--- src/rtl/alu_pkg.sv ---
// Shared types for the pipelined ALU: opcodes, status flags and opcode classification.
package alu_pkg;

  localparam int unsigned OP_W = 3;

  typedef enum logic [OP_W-1:0] {
    OP_ADD = 3'd0,
    OP_SUB = 3'd1,
    OP_AND = 3'd2,
    OP_OR  = 3'd3,
    OP_XOR = 3'd4,
    OP_ADC = 3'd5,
    OP_SBB = 3'd6,
    OP_SLT = 3'd7
  } alu_op_e;

  typedef struct packed {
    logic z;
    logic n;
    logic c;
    logic v;
  } alu_flags_t;

  // Arithmetic ops are the only ones that produce C/V and update the carry register.
  function automatic logic is_arith(input alu_op_e op);
    return (op == OP_ADD) || (op == OP_SUB) || (op == OP_ADC) || (op == OP_SBB);
  endfunction

endpackage

--- src/rtl/alu_core.sv ---
// Combinational ALU datapath: one result word plus Z/N/C/V for a single operand pair.
module alu_core
  import alu_pkg::*;
#(
  parameter int unsigned WIDTH = 16
) (
  input  logic [WIDTH-1:0] a_i,
  input  logic [WIDTH-1:0] b_i,
  input  logic [OP_W-1:0]  op_i,
  input  logic             cin_i,
  output logic [WIDTH-1:0] y_c,
  output alu_flags_t       flags_c,
  output logic             carry_wr_c
);

  localparam int unsigned SUM_W = WIDTH + 1;
  localparam int unsigned MSB   = WIDTH - 1;

  alu_op_e          op;
  logic [WIDTH-1:0] b_eff;
  logic             cin_eff;
  logic [SUM_W-1:0] sum;
  logic             lt;

  // Effective addend and carry-in; subtraction is a + ~b + cin.
  always_comb begin
    op         = alu_op_e'(op_i);
    b_eff      = b_i;
    cin_eff    = 1'b0;
    carry_wr_c = is_arith(op);
    case (op)
      OP_SUB:  begin b_eff = ~b_i; cin_eff = 1'b1;  end
      OP_ADC:  cin_eff = cin_i;
      OP_SBB:  begin b_eff = ~b_i; cin_eff = cin_i; end
      default: ;
    endcase
  end

  assign sum = SUM_W'(a_i) + SUM_W'(b_eff) + SUM_W'(cin_eff);
  assign lt  = $signed(a_i) < $signed(b_i);

  // Result select and flag derivation; C/V are forced low for non-arithmetic ops.
  always_comb begin
    y_c = sum[MSB:0];
    case (op)
      OP_AND:  y_c = a_i & b_i;
      OP_OR:   y_c = a_i | b_i;
      OP_XOR:  y_c = a_i ^ b_i;
      OP_SLT:  y_c = WIDTH'(lt);
      default: ;
    endcase
    flags_c.z = (y_c == '0);
    flags_c.n = y_c[MSB];
    flags_c.c = carry_wr_c & sum[WIDTH];
    flags_c.v = carry_wr_c & (a_i[MSB] == b_eff[MSB]) & (y_c[MSB] != a_i[MSB]);
  end

endmodule

--- src/rtl/alu_pipe.sv ---
// Two-stage valid/ready ALU pipeline: S1 holds operands, S2 holds result and flags.
module alu_pipe
  import alu_pkg::*;
#(
  parameter int unsigned WIDTH = 16
) (
  input  logic             clk,
  input  logic             rst_n,
  input  logic             flush,
  input  logic             in_valid,
  output logic             in_ready,
  input  logic [WIDTH-1:0] in_a,
  input  logic [WIDTH-1:0] in_b,
  input  logic [OP_W-1:0]  in_op,
  output logic             out_valid,
  input  logic             out_ready,
  output logic [WIDTH-1:0] out_y,
  output logic             out_z,
  output logic             out_n,
  output logic             out_c,
  output logic             out_v,
  output logic             carry_q
);

  logic             rdy_q;
  logic             s1_valid_q, s1_valid_d;
  logic [WIDTH-1:0] s1_a_q, s1_a_d;
  logic [WIDTH-1:0] s1_b_q, s1_b_d;
  logic [OP_W-1:0]  s1_op_q, s1_op_d;
  logic             s2_valid_q, s2_valid_d;
  logic [WIDTH-1:0] y_q, y_d;
  alu_flags_t       flags_q, flags_d;
  logic             carry_d;

  logic             s2_adv_c;
  logic             s1_adv_c;
  logic             accept_c;
  logic             xfer_c;
  logic [WIDTH-1:0] core_y_c;
  alu_flags_t       core_flags_c;
  logic             core_wr_c;

  alu_core #(.WIDTH(WIDTH)) u_core (
    .a_i        (s1_a_q),
    .b_i        (s1_b_q),
    .op_i       (s1_op_q),
    .cin_i      (carry_q),
    .y_c        (core_y_c),
    .flags_c    (core_flags_c),
    .carry_wr_c (core_wr_c)
  );

  // Handshake; rdy_q keeps in_ready low until the first clock after reset release.
  assign s2_adv_c = !s2_valid_q || out_ready;
  assign s1_adv_c = !s1_valid_q || s2_adv_c;
  assign in_ready = rdy_q && s1_adv_c && !flush;
  assign accept_c = in_valid && in_ready;
  assign xfer_c   = s1_valid_q && s2_adv_c && !flush;

  // Next-state: hold by default, load on advance, flush empties both stages.
  always_comb begin
    s1_valid_d = s1_valid_q;
    s1_a_d     = s1_a_q;
    s1_b_d     = s1_b_q;
    s1_op_d    = s1_op_q;
    s2_valid_d = s2_valid_q;
    y_d        = y_q;
    flags_d    = flags_q;
    carry_d    = carry_q;

    if (s1_adv_c) begin
      s1_valid_d = accept_c;
    end
    if (accept_c) begin
      s1_a_d  = in_a;
      s1_b_d  = in_b;
      s1_op_d = in_op;
    end

    if (s2_adv_c) begin
      s2_valid_d = s1_valid_q;
    end
    if (xfer_c) begin
      y_d     = core_y_c;
      flags_d = core_flags_c;
      if (core_wr_c) begin
        carry_d = core_flags_c.c;
      end
    end

    if (flush) begin
      s1_valid_d = 1'b0;
      s2_valid_d = 1'b0;
    end
  end

  always_ff @(posedge clk or negedge rst_n) begin
    if (!rst_n) begin
      rdy_q      <= 1'b0;
      s1_valid_q <= 1'b0;
      s1_a_q     <= '0;
      s1_b_q     <= '0;
      s1_op_q    <= '0;
      s2_valid_q <= 1'b0;
      y_q        <= '0;
      flags_q    <= '0;
      carry_q    <= 1'b0;
    end else begin
      rdy_q      <= 1'b1;
      s1_valid_q <= s1_valid_d;
      s1_a_q     <= s1_a_d;
      s1_b_q     <= s1_b_d;
      s1_op_q    <= s1_op_d;
      s2_valid_q <= s2_valid_d;
      y_q        <= y_d;
      flags_q    <= flags_d;
      carry_q    <= carry_d;
    end
  end

  assign out_valid = s2_valid_q;
  assign out_y     = y_q;
  assign out_z     = flags_q.z;
  assign out_n     = flags_q.n;
  assign out_c     = flags_q.c;
  assign out_v     = flags_q.v;

endmodule

--- config.mk ---
export PLATFORM = sky130hd
export DESIGN_NAME = alu_pipe
export DESIGN_NICKNAME = d
export VERILOG_FILES = /design/src/rtl/alu_pkg.sv /design/src/rtl/alu_core.sv /design/src/rtl/alu_pipe.sv
export SDC_FILE = /design/constraint.sdc
export NUM_CORES = 1
export LEC_CHECK = 0
export ABC_CLOCK_PERIOD_IN_PS = 6400
export CAP_MARGIN = 0
export CORE_ASPECT_RATIO = 1.2
export CORE_MARGIN = 1.5
export CORE_UTILIZATION = 57
export DETAILED_ROUTE_END_ITERATION = 10
export PLACE_DENSITY = 0.84
export SYNTH_ARGS = -nofsm -noshare
export SYNTH_HDL_FRONTEND = slang
export SYNTH_HIERARCHICAL = 1
export SYNTH_SLANG_ARGS = --single-unit
--- constraint.sdc ---
create_clock -name clk -period 6.4 [get_ports clk]
set_input_delay 0.96 -clock clk [delete_from_list [all_inputs] [get_ports clk]]
set_output_delay 0.96 -clock clk [all_outputs]
set_load 0.1 [all_outputs]
==> results.md <==
- Status: completed
- Register-to-Register Path Depth: 17
- Crit Reg-Reg Startpoint: s1_op_q[1]$_DFFE_PN0P_
- IO Count: 63
- DPL Wire Length: 7860 um
- Post-route ant nets: 0
- Cell row count: 36
- Area grow syn2layout: 17.6%
- Post-synth EDFFs: 0
- Setup CP Type: register to register
- Initial drt markers: 285
- Die W: 86.9 um
- DR DRC count: 0
- CP endpoint: out_z$_DFFE_PN0P_
- CP startpoint: s1_op_q[1]$_DFFE_PN0P_
- Pleak: 2.64 nW
- Largest net degree at the start of global routing: 60
- Synth Area in Simple Gates: 0.0967
- Total CTS buffers: 9
- XOR/XNOR Fraction of Synth Area: 0.0473
- CTS Hold Bufs: 0
- Post-synth ARST share: 1.00
- Seq/Total Area, Yosys: 0.307
- Post-synthesis mux area share: 0.162
- WL final: 11,000 um
- Pwr dens: 461 nW/um^2
- Synth Area in Adders: 0.172
- Fin cells: 635
- Max Clock Freq: 198 MHz
- Max Slew Vio Count: 0
- Vias in the first global route: 3,778
- Antenna violations before repair: 0
- Fill cells: 618
- Core footprint: 8150 sq um
- Startpoint Class: register
- Initial Util: 0.591
- Critical path's top delay family: simple AND/OR/NAND/NOR gates
- RePlAce Congestion: 0.930
- Area occupied by multi-input gates: 3020 sq um
- Crit end category: register
- Worst Path Required: 6.71 ns
- CTS H-tree depth: 3
- Buf/Inv on CP: 1
- Synthesized area: 4810 sq um
- Post-CTS Resized: 0
- Fin nets: 621
- Flop-to-flop setup slack: 1.34 ns
- Synth Area in Compound Gates: 0.147
- Reg2Reg Capture Point: out_z$_DFFE_PN0P_
- Vias/cell: 5.79
- Worst path cell trace: nand2b_1 > nor2_1 > a21oi_2 > buf_4 > xnor2_1 > fa_1 > fa_1 > nor2b_4 > o31ai_1 > a21boi_0 > o31ai_1 > or3_1 > or4_1 > or4_1 > or4b_1 > nor4_2 > mux2_2
- Antenna Cells: 0
- Avg Inst Size Synth: 10.6 sq um
- Clock buffer depth: 2
- Power after layout: 2.61 mW
- Main flop type after synthesis: dfrtp_1
- Worst skew pair latency: 0.36 ns
- Final setup viols: 0
- Vias: 3,676
- Setup TNS: 0 ns
- Slowest cell on crit path: dfrtp_1
- Pre-CTS setup slack: 1.38 ns
- Port bufs: 62
- Final Hold Fails: 0
- CP Depth: 17
- #FFs+latches synth: 59
- Worst Max-Slew Pin Slew: 1.21 ns
- Worst setup margin: 1.34 ns
- Syn Nets: 561
- Layout cells sized above 1: 0.179
- Total track usage: 0.260
- Placed insts: 619
- Max-cap violations: 0
- Post-CTS Repair Setup Buffers: 0
- Clock-pin slew on the worst setup and hold paths: 0.08 ns
- Final period util: 0.791
- Die area: 9010 sq um
- Hold crit path type: register to register
- Root buf cell: clkbuf_8
- Top fanout value on the critical path: 21
- RSZ-0062 raised after global routing: false
- Avg WL per Cell: 17.3 um
- Die height: 104 um
- Main combinational cell family by area after synthesis: adder cells
- First-pass GRT wire length: 18,200 um
- Yosys synthesis warning count: 6
- Final min period: 5.06 ns
- CTS tree: done
- Worst slew margin: 0.193
- Hold path startpoint: out_v$_DFFE_PN0P_
- Drt pass-1 iters: 8
- Storage element area: 1480 sq um
- Max VDD drop: 0.000332 V
- Synth Instances: 456
- Crit path DAT: 5.37 ns
- Worst Skew: 0.0121 ns
- Distinct cell type count after synthesis: 74
- Grt ovf: 0
- Slowest stage delay, CP: 0.71 ns
- Clock tree sinks: 59
==> cells in the mapped netlist (5+ instances only) <==
library cell | number | share of area
ha_1 | 63 | 0.16
dfrtp_1 | 59 | 0.31
nand2_1 | 14 | 0.011
nand2b_1 | 8 | 0.010
a21o_1 | 7 | 0.011
o21bai_1 | 6 | 0.0094
o21ai_0 | 18 | 0.019
nor3_1 | 5 | 0.0052
mux2_2 | 27 | 0.063
mux2_4 | 29 | 0.090
xnor2_1 | 23 | 0.042
inv_1 | 44 | 0.034
a211oi_1 | 6 | 0.0094
nor2_1 | 24 | 0.019
a21oi_1 | 19 | 0.020
==> sequential cells by signal, indices dropped and copies added, names as in the netlist <==
register and flops:
carry_q 1, out_c 1, out_n 1, out_v 1, out_valid 1, out_y 16
out_z 1, rdy_q 1, s1_a_q 16, s1_b_q 16, s1_op_q 3, s1_valid_q 1
==> cells in the final DEF (no fill, tap or decap), drive strengths merged, types with 5 or more instances in the layout <==
cell           netlist  layout
ha                  63      63
clkbuf               4       9
nand2               14      14
a22oi                5       5
mux2                56      56
buf                 14       6
a211oi               6       6
clkdlybuf4s50        0      61
inv                 45      47
dfrtp               59      59
xnor2               23      23
nor2                24      24
nor3                 5       5
o21ai               19      19
a21oi               19      19
nand2b               8       8
o21bai               6       6
a21o                 7       7
==> layer usage <==
layer,wire length (um),part of all wire,GRT usage
met1,4440,0.40,0.305
met4,394,0.036,0.112
met5,0,0,0
met2,5630,0.51,0.444
met3,525,0.048,0.0606
==> layout make-up <==
class,instances,share of cell area
clock buffer,9,0.0219
timing repair buffer,67,0.115
sequential,59,0.261
clock inverter,7,0.0135
inverter,46,0.0305
multi-input combinational,333,0.533
tap,114,0.0252
==> per-stage QoR <==
| step | hold WS [ns] | util | area (sq um) |
|---|---|---|---|
| after floorplan | 0.490 | - | 4810 |
| after global placement | 0.494 | 0.670 | 5460 |
| after detailed placement | 0.502 | 0.670 | 5460 |
| after CTS | 0.513 | 0.694 | 5660 |
| after global routing | 0.525 | 0.694 | 5660 |
| final | 0.510 | 0.694 | 5660 |
==> power by group <==
| group | internal [mW] | switching (mW) | total, mW |
|---|---|---|---|
| clock network | 0.182 | 0.176 | 0.359 |
| registers | 0.476 | 0.109 | 0.585 |
| logic | 0.612 | 1.06 | 1.67 |
==> worst min-delay path by stage <==
stage	endpoint	slack [ns]	cells past startpoint
global route	out_v$_DFFE_PN0P_	0.53	1
floorplan	out_valid$_DFFE_PN0P_	0.49	2
CTS	out_v$_DFFE_PN0P_	0.51	1
finish	out_v$_DFFE_PN0P_	0.51	1
global placement	out_v$_DFFE_PN0P_	0.49	1
detailed placement	out_v$_DFFE_PN0P_	0.50	1
==> worst reg2reg max path, delay by kind of cell, from the launching register on <==
family,cells,cell delay [ns]
buffers and inverters,1,0.30
flip-flops,1,0.71
adder cells (fa/ha/maj),2,0.89
XOR/XNOR,1,0.14
AND/OR/NAND/NOR,8,2.23
multiplexers,1,0.18
AO/OA/AOI/OAI,4,0.55
==> kinds of logic after synthesis <==
group	Yosys count
mux	60
fa+ha+maj	65
simple gates	82
compound gates	99
other cells	1
xor+xnor	26
flops	59
buf+inv	64
No activity file was read; power rests on OpenSTA's default activity.
